`src/rtl/mem_arbiter.sv`:
```
`timescale 1ns/1ps
// Arbitrates instruction-fetch and data requests onto one single-port memory.
// Data has priority, with a bounded starvation limit for fetch and a per-transaction ack timeout.
module mem_arbiter #(
  parameter int unsigned STARVE_LIMIT = 4,
  parameter int unsigned TIMEOUT      = 255
) (
  input  logic        clk,
  input  logic        rst,
  input  logic        if_req,
  input  logic [31:0] if_addr,
  output logic        if_ready,
  output logic [31:0] if_rdata,
  input  logic        d_req,
  input  logic [31:0] d_addr,
  input  logic        d_we,
  input  logic [3:0]  d_wmask,
  input  logic [31:0] d_wdata,
  output logic        d_ready,
  output logic [31:0] d_rdata,
  output logic        err,
  output logic        mem_req,
  output logic [31:0] mem_addr,
  output logic        mem_we,
  output logic [3:0]  mem_wmask,
  output logic [31:0] mem_wdata,
  input  logic        mem_ack,
  input  logic [31:0] mem_rdata
);

  typedef enum logic [1:0] {StIdle, StMem, StResp} state_e;
  typedef enum logic {OwnFetch, OwnData} owner_e;

  localparam logic [3:0] StarveMax = 4'(STARVE_LIMIT);
  localparam logic [7:0] TmoLast   = 8'(TIMEOUT - 1);

  state_e      state_q, state_d;
  owner_e      owner_q, owner_d;
  logic [31:0] addr_q, addr_d;
  logic        we_q, we_d;
  logic [3:0]  wmask_q, wmask_d;
  logic [31:0] wdata_q, wdata_d;
  logic [3:0]  starve_q, starve_d;
  logic [7:0]  tmo_q, tmo_d;
  logic        err_q, err_d;
  logic [31:0] if_rdata_q, if_rdata_d;
  logic [31:0] d_rdata_q, d_rdata_d;

  always_comb begin
    state_d    = state_q;
    owner_d    = owner_q;
    addr_d     = addr_q;
    we_d       = we_q;
    wmask_d    = wmask_q;
    wdata_d    = wdata_q;
    starve_d   = starve_q;
    tmo_d      = tmo_q;
    err_d      = err_q;
    if_rdata_d = if_rdata_q;
    d_rdata_d  = d_rdata_q;
    unique case (state_q)
      StIdle: begin
        if (!if_req) starve_d = '0;
        if (if_req && (!d_req || starve_q == StarveMax)) begin
          owner_d  = OwnFetch;
          addr_d   = if_addr;
          we_d     = 1'b0;
          wmask_d  = '0;
          wdata_d  = '0;
          starve_d = '0;
          tmo_d    = '0;
          state_d  = StMem;
        end else if (d_req) begin
          owner_d = OwnData;
          addr_d  = d_addr;
          we_d    = d_we;
          wmask_d = d_wmask;
          wdata_d = d_wdata;
          tmo_d   = '0;
          state_d = StMem;
          // Fetch would have won at the limit, so this increment never overshoots it.
          if (if_req) starve_d = starve_q + 4'd1;
        end
      end
      StMem: begin
        // Ack takes precedence over a timeout expiring in the same cycle.
        if (mem_ack) begin
          err_d = 1'b0;
          if (owner_q == OwnFetch) if_rdata_d = mem_rdata;
          else                     d_rdata_d  = mem_rdata;
          state_d = StResp;
        end else if (tmo_q == TmoLast) begin
          err_d = 1'b1;
          if (owner_q == OwnFetch) if_rdata_d = '0;
          else                     d_rdata_d  = '0;
          state_d = StResp;
        end else begin
          tmo_d = tmo_q + 8'd1;
        end
      end
      StResp:  state_d = StIdle;
      default: state_d = StIdle;
    endcase
  end

  always_ff @(posedge clk or posedge rst) begin
    if (rst) begin
      state_q    <= StIdle;
      owner_q    <= OwnFetch;
      addr_q     <= '0;
      we_q       <= 1'b0;
      wmask_q    <= '0;
      wdata_q    <= '0;
      starve_q   <= '0;
      tmo_q      <= '0;
      err_q      <= 1'b0;
      if_rdata_q <= '0;
      d_rdata_q  <= '0;
    end else begin
      state_q    <= state_d;
      owner_q    <= owner_d;
      addr_q     <= addr_d;
      we_q       <= we_d;
      wmask_q    <= wmask_d;
      wdata_q    <= wdata_d;
      starve_q   <= starve_d;
      tmo_q      <= tmo_d;
      err_q      <= err_d;
      if_rdata_q <= if_rdata_d;
      d_rdata_q  <= d_rdata_d;
    end
  end

  assign mem_req   = (state_q == StMem);
  assign mem_addr  = addr_q;
  assign mem_we    = we_q;
  assign mem_wmask = wmask_q;
  assign mem_wdata = wdata_q;
  assign if_ready  = (state_q == StResp) && (owner_q == OwnFetch);
  assign d_ready   = (state_q == StResp) && (owner_q == OwnData);
  assign if_rdata  = if_rdata_q;
  assign d_rdata   = d_rdata_q;
  assign err       = err_q;

endmodule

```
`config.mk`:
```
export PLATFORM = sky130hd
export DESIGN_NAME = mem_arbiter
export DESIGN_NICKNAME = d
export VERILOG_FILES = /design/src/rtl/mem_arbiter.sv
export SDC_FILE = /design/constraint.sdc
export NUM_CORES = 1
export LEC_CHECK = 0
export BUFFER_PORTS_ARGS = -buffer_cell sky130_fd_sc_hd__buf_2
export CAP_MARGIN = 15
export CORE_ASPECT_RATIO = 1.2
export CORE_MARGIN = 4
export CORE_UTILIZATION = 53
export DETAILED_ROUTE_END_ITERATION = 8
export PLACE_DENSITY = 0.86
export SYNTH_ARGS = -nofsm -noshare
export SYNTH_HDL_FRONTEND = slang
export SYNTH_SLANG_ARGS = --single-unit
export TNS_END_PERCENT = 20
```
`constraint.sdc`:
```
create_clock -name clk -period 7.9 [get_ports clk]
set_input_delay 0.79 -clock clk [delete_from_list [all_inputs] [get_ports clk]]
set_output_delay 0.79 -clock clk [all_outputs]
set_load 0.1 [all_outputs]
```
==> summary.txt <==
Status
  – Status: complete, no violations

Final layout
  – Fillers: 983
  – Final instance area: ~9000 um2
  – Final net count: 1069
  – Share of cells above drive strength 1: 0.3468
  – Layout area overhead: 28.25%
  – Antenna fix cells: 0

GRT
  – Initial antenna violation count: 0
  – Largest net degree at the start of global routing: roughly 110
  – Number of global-route vias before repair: 6303
  – Grt ovf: 0
  – Global-route wire length before repair: 31700 um
  – Total GRT Usage: 0.2587

Logic synthesis
  – Largest family of logic cells by synthesized area: compound AO/OA/AOI/OAI gates
  – Cell variety after synth: 53
  – Yosys warns: 0
  – Post-synthesis compound-gate area fraction: 0.2423
  – Post-synthesis share of cell area spent on xor and xnor gates: 0
  – Post-synth top cells: dfrtp_1, o21ai_0, nand3_1
  – Post-synth top area share: 0.5345
  – Mux cell area share after synthesis: 0.007175
  – Most common cell in the netlist: dfrtp_1
  – Avg Cell Area, Syn: 10.02 um2
  – Cell Area, Synth: 6975 um2
  – Ys async rst share: 1.000
  – Synth area leader: dfrtp_1
  – Fraction of the mapped netlist area in simple logic gates: 0.1207
  – Synth Area in Adders: 0.007175
  – Seq/Total Area, Yosys: 0.5345
  – Synthesized flop and latch total: 149
  – Synth area leaders: dfrtp_1, a22oi_1, o21ai_0, nand3_1, o2bb2ai_1
  – Post-synth top flop: dfrtp_1
  – Post-synth EDFFs: 0
  – Net Count, Synth: 838
  – Cell count after synthesis: 696

Clock tree
  – Num CTS Buffers: 17
  – Worst skew pair latency: 0.41 ns
  – Clock slew at reported path FFs: 0.06 ns
  – TritonCTS clock tree: done
  – Resized cells post-CTS: 0
  – Post-CTS setup buffers: 0
  – CTS H-tree lvls: 4
  – TritonCTS sink count: about 150
  – Clock tree buffer depth: 2
  – Post-CTS Hold Buffers: 0
  – CTS root buffer: clkbuf_16

Timing
  – RSZ-0062 raised after global routing: false
  – Relative slew slack: 0.1791
  – Min Hold Slack: 0.4867 ns
  – Final hold violation count: 0
  – Max Slew Vio Count: 0
  – Finish-stage setup viols: 0
  – FMAX: 399.1 MHz
  – Tmin final: 2.506 ns
  – Final Skew: approximately 0.0085 ns
  – Setup ws final: around 5.4 ns
  – Fin crit share: 0.3172
  – Worst slew pin tran: around 1.2 ns
  – TNS Setup: 0 ns

Worst hold path
  – HP Class: reg -> reg
  – Cell depth of the worst hold path: 1
  – Hold Path End: mem_wdata[13]
  – Min-delay src: mem_wdata[13]

Critical path
  – Critical path endpoint category: flip-flop
  – CP Launch Type: input pin
  – Critical path peak fanout: 39
  – WS Path Type: in -> reg
  – Worst Path Arrival: 2.74 ns
  – Register-to-Register Setup Slack: 5.47 ns
  – R2R Path End: mem_wdata[14]
  – Worst EP required: slightly above 8 ns
  – FF-to-FF path depth: 5
  – Reg-to-Reg Start: state_q[0]

Floorplan
  – Die area: about 15000 um2
  – Row count: 45
  – Initial Util: 0.5458
  – I/O pin total: around 280
  – Die Ht: 133.7 um
  – Die Wd: about 110 um
  – Core area: 12780 um2

Routing
  – Met3 WL: 1597 um
  – Initial DRC Count: 668
  – Routed Antenna Nets: 0
  – DRT Pass-1 Iters: 5
  – Met1 WL: 8131 um
  – Residual DRC count: 0
  – Vias: between 6000 and 7000
  – Routed WL: 19940 um
  – Highest metal used: met4
  – Vias per cell: 5.911
  – Met2 Routed Length: 9712 um
  – Drt wl/cell: 18.06 um

Placed design
  – Port bufs: 274
  – Gpl congestion: 0.8243
  – DP HPWL: 13000 um
  – DP Worst Slack: 5.008 ns
  – Placed Area: between 8000 and 9000 um2

Job
  – Max-Cap Viols: 0
[sequential cells by signal, indices dropped and copies added (netlist names)]
name and cells:
d_rdata 32, if_rdata 32, mem_addr 32, mem_wdata 32, tmo_q 8, mem_wmask 4
starve_q 4, state_q 2, err 1, mem_we 1, owner_q 1
[worst max-delay path by stage]
stage,startpoint,endpoint,slack (ns),cells past startpoint
3_5_place_dp,d_req,mem_addr[1],5.01,4
2_1_floorplan,rst,d_rdata[0],3.10,1
5_1_grt,state_q[0],mem_wdata[14],5.22,5
4_1_cts,state_q[1],mem_req,5.45,2
3_3_place_gp,d_req,mem_addr[14],5.10,4
6_report,d_req,mem_addr[17],5.39,4
[layer usage]
layer | up-vias | track usage
met5 | - | 0
met4 | 0 | 0.09152
met3 | 39 | 0.06542
met2 | 311 | 0.4180
met1 | 3151 | 0.3392
li1 | 3025 | -
[through the flow]
step | utilization | instances
2_1_floorplan | - | 696
3_3_place_gp | 0.6480 | 1072
3_5_place_dp | 0.6480 | 1072
4_1_cts | 0.7000 | 1104
5_1_grt | 0.7000 | 1104
6_report | 0.7000 | 1104
[final cells by class]
type                            instances  area [um2]  area share
Clock inverter                         13       221.5     0.02476
Inverter                               68       260.3     0.02909
Timing Repair Buffer                  284        1446      0.1617
Tap cell                              164       205.2     0.02294
Clock buffer                           19       442.9     0.04951
Sequential cell                       149        3729      0.4168
Multi-Input combinational cell        407        2641      0.2952
[placed cells by master (no fill, tap or decap), types with 2 or more instances in the layout]
cell	instances
a21oi_1	2
a22oi_1	64
and2_1	4
and3_1	3
and3b_1	2
and4_1	2
buf_2	274
buf_4	10
bufinv_16	5
clkbuf_16	17
clkinv_4	4
dfrtp_1	149
ha_1	4
inv_1	67
inv_6	3
mux2i_1	5
nand2_1	8
nand3_1	71
nand4_1	34
nor3b_1	3
o211ai_1	32
o21ai_0	75
o21ai_1	30
o2bb2ai_1	37
[worst max-delay path: stages]
cell and delay, ns:
buf_2 0.54, nand2b_1 0.20, and2_1 0.95, o211ai_1 0.23
[logic make-up (layout without fill, tap and decap cells)]
kind of cell / after synthesis / in the layout
buffers and inverters: 140 / 384
AO/OA/AOI/OAI: 253 / 253
multiplexers: 5 / 5
adder cells (fa/ha/maj): 4 / 4
flip-flops: 149 / 149
AND/OR/NAND/NOR: 145 / 145
Power is not shown: default switching activity piles up to over one toggle a cycle in this logic, so the estimate is an artifact.
